===== src/rtl/fft_ctrl.sv =====
// fft_ctrl -- address/control sequencer for an in-place radix-2 DIT FFT.
//
// Walks all LOG2N stages over a dual-port sample RAM, issuing one butterfly
// per cycle (two read addresses plus one twiddle-ROM address). It then
// replays each issue as a write-back (wr_en, wr_addr_a, wr_addr_b)
// D = 1 + BF_LATENCY cycles later, so the write lines up with the butterfly
// outputs. A DRAIN gap of D cycles after each stage makes sure the last write
// of a stage lands before the next stage reads. The upstream loader stores
// the input in bit-reversed order, and the results come out in natural order.
//
// Optional feature: define FFT_CTRL_IFFT_EN to add the `inverse` input. It is
// latched at `start` and drives `tw_conj` for the whole run. Without the
// macro, `tw_conj` is tied to 0 and only the forward transform is available.
//
// Ports:
//   clk        system clock, rising edge
//   rst_n      asynchronous active-low reset
//   start      begin a transform (sampled only while idle)
//   inverse    request IFFT, sampled with start (FFT_CTRL_IFFT_EN only)
//   busy       transform in progress (RUN and DRAIN)
//   done       one-cycle pulse after the final write
//   stage      current stage index, 0 when not busy
//   rd_addr_a  RAM read address for x1
//   rd_addr_b  RAM read address for x2
//   tw_addr    twiddle ROM address, W_N^t with t = 0..N/2-1
//   wr_en      write y1/y2 back this cycle
//   wr_addr_a  write address for y1
//   wr_addr_b  write address for y2
//   tw_conj    use conj(W) in the butterfly
module fft_ctrl #(
  parameter int  LOG2N      = 8,
  parameter int  BF_LATENCY = 2,
  localparam int SW         = (LOG2N > 1) ? $clog2(LOG2N) : 1
) (
  input  logic             clk,
  input  logic             rst_n,
  input  logic             start,
`ifdef FFT_CTRL_IFFT_EN
  input  logic             inverse,
`endif
  output logic             busy,
  output logic             done,
  output logic [SW-1:0]    stage,
  output logic [LOG2N-1:0] rd_addr_a,
  output logic [LOG2N-1:0] rd_addr_b,
  output logic [LOG2N-2:0] tw_addr,
  output logic             wr_en,
  output logic [LOG2N-1:0] wr_addr_a,
  output logic [LOG2N-1:0] wr_addr_b,
  output logic             tw_conj
);

  // Delay from issue to write-back: one cycle of RAM/ROM read, then the
  // butterfly pipeline.
  localparam int D   = 1 + BF_LATENCY;
  localparam int DCW = $clog2(D + 1);
  localparam int JW  = LOG2N - 1;

  typedef enum logic [1:0] {
    IDLE   = 2'd0,
    RUN    = 2'd1,
    DRAIN  = 2'd2,
    FINISH = 2'd3
  } state_t;

  state_t           state_q, state_d;
  logic [SW-1:0]    stg_q;
  logic [JW-1:0]    j_q;
  logic [DCW-1:0]   dcnt_q;

  logic             last_j;
  logic             last_stage;
  logic             drain_done;

  // Current issue. These values are zero whenever no butterfly is issued.
  logic             iss_vld;
  logic [LOG2N-1:0] iss_a;
  logic [LOG2N-1:0] iss_b;
  logic [LOG2N-2:0] iss_tw;

  // Address arithmetic intermediates.
  logic [JW-1:0]    k_mask;
  logic [JW-1:0]    k;
  logic [SW:0]      sp1;
  logic [SW:0]      tw_sh;
  logic [LOG2N-1:0] base_a;
  logic [LOG2N-1:0] half;

  // Write-back delay line. Entry i holds the issue from i+1 cycles ago.
  logic             vld_p [D];
  logic [LOG2N-1:0] wa_p  [D];
  logic [LOG2N-1:0] wb_p  [D];

  assign last_j     = &j_q;
  assign last_stage = (stg_q == SW'(LOG2N - 1));
  assign drain_done = (dcnt_q == DCW'(D - 1));

  // ---- state register ----
  always_ff @(posedge clk or negedge rst_n) begin
    if (!rst_n) begin
      state_q <= IDLE;
    end else begin
      state_q <= state_d;
    end
  end

  // ---- next-state logic ----
  always_comb begin
    state_d = state_q;
    unique case (state_q)
      IDLE:    if (start)      state_d = RUN;
      RUN:     if (last_j)     state_d = DRAIN;
      DRAIN:   if (drain_done) state_d = last_stage ? FINISH : RUN;
      FINISH:                  state_d = IDLE;
      default:                 state_d = IDLE;
    endcase
  end

  // ---- stage / butterfly / drain counters ----
  always_ff @(posedge clk or negedge rst_n) begin
    if (!rst_n) begin
      stg_q  <= '0;
      j_q    <= '0;
      dcnt_q <= '0;
    end else begin
      unique case (state_q)
        IDLE: begin
          stg_q  <= '0;
          j_q    <= '0;
          dcnt_q <= '0;
        end
        RUN: begin
          j_q    <= last_j ? '0 : j_q + 1'b1;
          dcnt_q <= '0;
        end
        DRAIN: begin
          j_q <= '0;
          if (drain_done) begin
            dcnt_q <= '0;
            if (!last_stage) stg_q <= stg_q + 1'b1;
          end else begin
            dcnt_q <= dcnt_q + 1'b1;
          end
        end
        FINISH: begin
          stg_q  <= '0;
          j_q    <= '0;
          dcnt_q <= '0;
        end
        default: begin
          stg_q  <= '0;
          j_q    <= '0;
          dcnt_q <= '0;
        end
      endcase
    end
  end

  // Butterfly addressing for stage s, butterfly j, half = 2^s:
  //   k = j mod half selects the position inside a group, and the twiddle
  //   index is k scaled up to the full N/2 range.
  //   Group base = (j / half) * 2*half, x1 = base + k, x2 = x1 + half.
  //   Bit s of x1 is always clear, so x2 = x1 | half, which cannot overflow.
  always_comb begin
    k_mask = ~({JW{1'b1}} << stg_q);
    k      = j_q & k_mask;
    sp1    = {1'b0, stg_q} + 1'b1;
    tw_sh  = (SW + 1)'(LOG2N - 1) - {1'b0, stg_q};
    half   = LOG2N'(1) << stg_q;
    base_a = (({1'b0, j_q} >> stg_q) << sp1) | {1'b0, k};
  end

  // ---- output logic ----
  always_comb begin
    busy    = 1'b0;
    done    = 1'b0;
    iss_vld = 1'b0;
    iss_a   = '0;
    iss_b   = '0;
    iss_tw  = '0;
    unique case (state_q)
      IDLE: begin
      end
      RUN: begin
        busy    = 1'b1;
        iss_vld = 1'b1;
        iss_a   = base_a;
        iss_b   = base_a | half;
        iss_tw  = k << tw_sh;
      end
      DRAIN: begin
        busy = 1'b1;
      end
      FINISH: begin
        done = 1'b1;
      end
      default: begin
      end
    endcase
  end

  assign stage     = busy ? stg_q : '0;
  assign rd_addr_a = iss_a;
  assign rd_addr_b = iss_b;
  assign tw_addr   = iss_tw;

  // ---- write-back delay line: issue -> RAM/ROM read -> butterfly ----
  always_ff @(posedge clk or negedge rst_n) begin
    if (!rst_n) begin
      for (int i = 0; i < D; i++) begin
        vld_p[i] <= 1'b0;
        wa_p[i]  <= '0;
        wb_p[i]  <= '0;
      end
    end else begin
      vld_p[0] <= iss_vld;
      wa_p[0]  <= iss_a;
      wb_p[0]  <= iss_b;
      for (int i = 1; i < D; i++) begin
        vld_p[i] <= vld_p[i-1];
        wa_p[i]  <= wa_p[i-1];
        wb_p[i]  <= wb_p[i-1];
      end
    end
  end

  assign wr_en     = vld_p[D-1];
  assign wr_addr_a = wa_p[D-1];
  assign wr_addr_b = wb_p[D-1];

`ifdef FFT_CTRL_IFFT_EN
  // Direction is captured only when a run is accepted, so toggling
  // `inverse` mid-run has no effect.
  logic inv_q;

  always_ff @(posedge clk or negedge rst_n) begin
    if (!rst_n) begin
      inv_q <= 1'b0;
    end else if (state_q == IDLE && start) begin
      inv_q <= inverse;
    end
  end

  assign tw_conj = inv_q & busy;
`else
  assign tw_conj = 1'b0;
`endif

endmodule

===== config.mk =====
export PLATFORM = sky130hd
export DESIGN_NAME = fft_ctrl
export DESIGN_NICKNAME = d
export VERILOG_FILES = /design/src/rtl/fft_ctrl.sv
export SDC_FILE = /design/constraint.sdc
export NUM_CORES = 1
export LEC_CHECK = 0
export CAP_MARGIN = 0
export CORE_UTILIZATION = 47
export CTS_CLUSTER_DIAMETER = 100
export DETAILED_ROUTE_END_ITERATION = 7
export PLACE_DENSITY = 0.78
export RECOVER_POWER = 50
export SYNTH_ARGS = -nofsm -noshare
export SYNTH_HDL_FRONTEND = slang
export SYNTH_SLANG_ARGS = --single-unit

===== constraint.sdc =====
create_clock -name clk -period 5.6 [get_ports clk]
set_input_delay 1.4 -clock clk [delete_from_list [all_inputs] [get_ports clk]]
set_output_delay 1.4 -clock clk [all_outputs]
set_load 0.01 [all_outputs]

==> impl_metrics.env <==
export IMPL_hp_start="wa_p[19]$_DFF_PN0_"
export IMPL_r2r_setup_slack_ns=3.22
export IMPL_initial_core_util_pct=48.5
export IMPL_syn2layout_area_growth_pct=18.2
export IMPL_grt_first_pass_wirelength_um=9860
export IMPL_place_ws_ns=1.43
export IMPL_cts_buffers=9
export IMPL_nNetsFinal=332
export IMPL_syn_num_nets=302
export IMPL_num_rows=29
export IMPL_drc_errors=0
export IMPL_period_share_pct=81.8
export IMPL_clk_pin_slew_ns=0.07
export IMPL_portBuffers=47
export IMPL_rsz0062_at_grt="false"
export IMPL_drt_initial_drc_count=139
export IMPL_seqPwrFrac_pct=36.3
export IMPL_fin_worst_skew_ns=0.00900
export IMPL_synth_flop_cell="dfrtp_1"
export IMPL_hold_path_depth=0
export IMPL_end_kind="primary output"
export IMPL_cts_resized=0
export IMPL_htree_levels=3
export IMPL_die_area_mm2=0.00684
export IMPL_place_gp_congestion=0.904
export IMPL_final_max_slew_viol_count=66
export IMPL_cts_tree="done"
export IMPL_p_sw_share_pct=37.4
export IMPL_ys_ff_latch=65
export IMPL_post_cts_buffers=0
export IMPL_syn_area_mm2=0.00306
export IMPL_drt_wl_total_um=5980
export IMPL_status="complete, but fails checks"
export IMPL_die_w_um=82.7
export IMPL_finalHoldViolCount=0
export IMPL_grt_max_degree=66
export IMPL_period_needed_ns=4.58
export IMPL_avgSynthCellArea_um2=10.7
export IMPL_diodes=0
export IMPL_critical_path_class="reg -> out"
export IMPL_cp_start_kind="flip-flop"
export IMPL_fin_tns_setup_ns=0
export IMPL_grt_usage_pct=20.2
export IMPL_clk_latency_ns=0.34
export IMPL_reg2regPathDepth=8
export IMPL_cp_required_ns=4.20
export IMPL_crit_arrival_ns=3.18
export IMPL_switchingPower_w=0.000673
export IMPL_grt_pass1_vias=2034
export IMPL_ir_drop_uv=376
export IMPL_setup_viol=0
export IMPL_setup_slack_ns=1.02
export IMPL_clkSinkCount=65
export IMPL_tightest_slew_ns=3.26
export IMPL_cts_hold_buf=0
export IMPL_drt_pass1_iterations=4
export IMPL_overflow=0
export IMPL_violations="capacitance limit, slew limit"
export IMPL_drtAntennaViolNets=0
export IMPL_clockPowerShare_pct=18.3
export IMPL_p_per_area_mw_per_mm2=498
export IMPL_drive_gt1_share_pct=8.41
export IMPL_yosysSeqAreaShare_pct=53.2
export IMPL_io_pin_count=49
export IMPL_syn_inst=286
export IMPL_wl_per_cell_um=15.0
export IMPL_maxCapViolations=1
export IMPL_vias=2202
export IMPL_yosys_warnings=0
export IMPL_synth_edf_count=0
export IMPL_place_hpwl_um=4120
export IMPL_coreArea_mm2=0.00631
export IMPL_via_per_inst=5.53
export IMPL_max_freq_mhz=218
export IMPL_max_slew_margin_pct=-117
export IMPL_cp_max_fo=28
export IMPL_hold_path_class="reg -> reg"
export IMPL_die_h_um=82.7
export IMPL_r2r_end="wb_p[16]$_DFF_PN0_"
export IMPL_rr_startpoint="stg_q[1]$_DFFE_PN0P_"
export IMPL_holdPathEnd="wa_p[11]$_DFF_PN0_"
export IMPL_p_comb_share_pct=45.4
export IMPL_p_leak_nw=1.67
export IMPL_clock_path_buffers=2
export IMPL_yosysUniqueCellTypes=53
export IMPL_ctsRootBufferMaster="clkbuf_8"
export IMPL_async_flop_share_pct=100
export IMPL_p_int_w=0.00113
export IMPL_antenna_found_initial=0
[power groups by stage]
stage	clock network, W	logic, W	registers [W]
floorplan	0	0.000546	0.000650
global placement	0	0.000816	0.000658
detailed placement	0	0.000820	0.000666
CTS	0.000338	0.000825	0.000656
global route	0.000357	0.000907	0.000671
finish	0.000330	0.000817	0.000654
[placed cells by master, fill, tap and decap left out, types with 5 or more instances in the layout]
master and instances:
dfrtp_1 65, clkdlybuf4s50_1 46, nor2_1 19, nand2_1 19, a21oi_1 13, ha_1 13, o21ai_0 11, inv_1 9
clkbuf_8 9, and3_1 8, mux2i_1 8, nand3_1 6, nor3_1 6, o211ai_1 5
[worst max-delay path by stage]
stage	start	to	slack, ns	cells past startpoint
3_5_place_dp	stg_q[0]$_DFFE_PN0P_	rd_addr_b[7]	1.43	6
4_1_cts	stg_q[0]$_DFFE_PN0P_	rd_addr_b[7]	1.03	6
3_3_place_gp	stg_q[0]$_DFFE_PN0P_	rd_addr_b[7]	1.44	6
2_1_floorplan	stg_q[0]$_DFFE_PN0P_	rd_addr_b[0]	2.09	8
5_1_grt	rst_n	wr_addr_a[6]$_DFF_PN0_	0.73	2
6_report	stg_q[1]$_DFFE_PN0P_	rd_addr_b[0]	1.02	9
[state kept, by name, indices dropped and copies added, names as in the netlist]
| signal | count |
|---|---|
| dcnt_q | 2 |
| wa_p | 16 |
| j_q | 7 |
| state_q | 2 |
| wb_p | 16 |
| wr_en | 1 |
| wr_addr_a | 8 |
| stg_q | 3 |
| wr_addr_b | 8 |
| vld_p | 2 |
[cell type report]
cell class	instances	area, µm²
clock buffer	11	131
inverter	11	41.3
timing repair buffer	53	503
multi-input combinational	176	1180
clock inverter	5	32.5
sequential	65	1630
tap	77	96.3
fill	564	2700
[critical path, cell delays in order (launching register included)]
cell and delay (ns):
dfrtp_1 0.47, buf_4 0.27, ha_1 0.24, ha_1 0.41, inv_1 0.13, nor2_1 0.18
nand4_1 0.17, a21oi_1 0.28, a31o_2 0.16, clkdlybuf4s50_1 0.53
[kinds of logic after synthesis]
group	count (synthesis)	share of synthesized area [%]
AND/OR/NAND/NOR	83	13.6
flip-flops	65	53.2
AO/OA/AOI/OAI	63	14.2
buffers and inverters	45	8.14
adder cells (fa/ha/maj)	13	5.32
multiplexers	10	3.72
XOR/XNOR	6	1.72
other	1	0.123
[synth_stat cells, drive strengths merged (3+ instances only)]
master	instances	area share, %
o21ai	11	1.8
nand3	6	0.98
nor3	6	0.98
dfrtp	65	53
ha	13	5.3
or2	3	0.61
nand2b	4	0.82
a31o	3	0.86
nor2	19	2.3
a21oi	13	2.1
mux2i	8	2.6
a21o	3	0.74
a31oi	3	0.61
xnor2	4	1.1
nor2b	3	0.61
clkbuf	6	0.74
and3	8	1.6
buf	28	6.1
inv	9	1.1
nand4	3	0.61
and2	6	1.2
o21a	3	0.74
o211ai	5	1.2
nand2	19	2.3
[per-layer routing]
metal | routed length, µm | vias to the layer above | track usage, %
met2 | 2770 | 86 | 28.9
met3 | 354 | 21 | 4.84
li1 | - | 1045 | -
met4 | 218 | 0 | 12.2
met5 | 0 | - | 0
met1 | 2630 | 1050 | 27.4
[per-stage QoR]
stage                     area (µm²)  util (%)  instances  power (W)  hold slack (ns)
after floorplan                 3060         -        286    0.00120            0.331
after global placement          3460      54.8        382    0.00147            0.332
after detailed placement        3460      54.8        382    0.00149            0.335
after CTS                       3620      57.4        398    0.00182            0.342
after global routing            3610      57.3        398    0.00193            0.348
final                           3610      57.3        398    0.00180            0.339
Power figures use the tool's default switching activity.
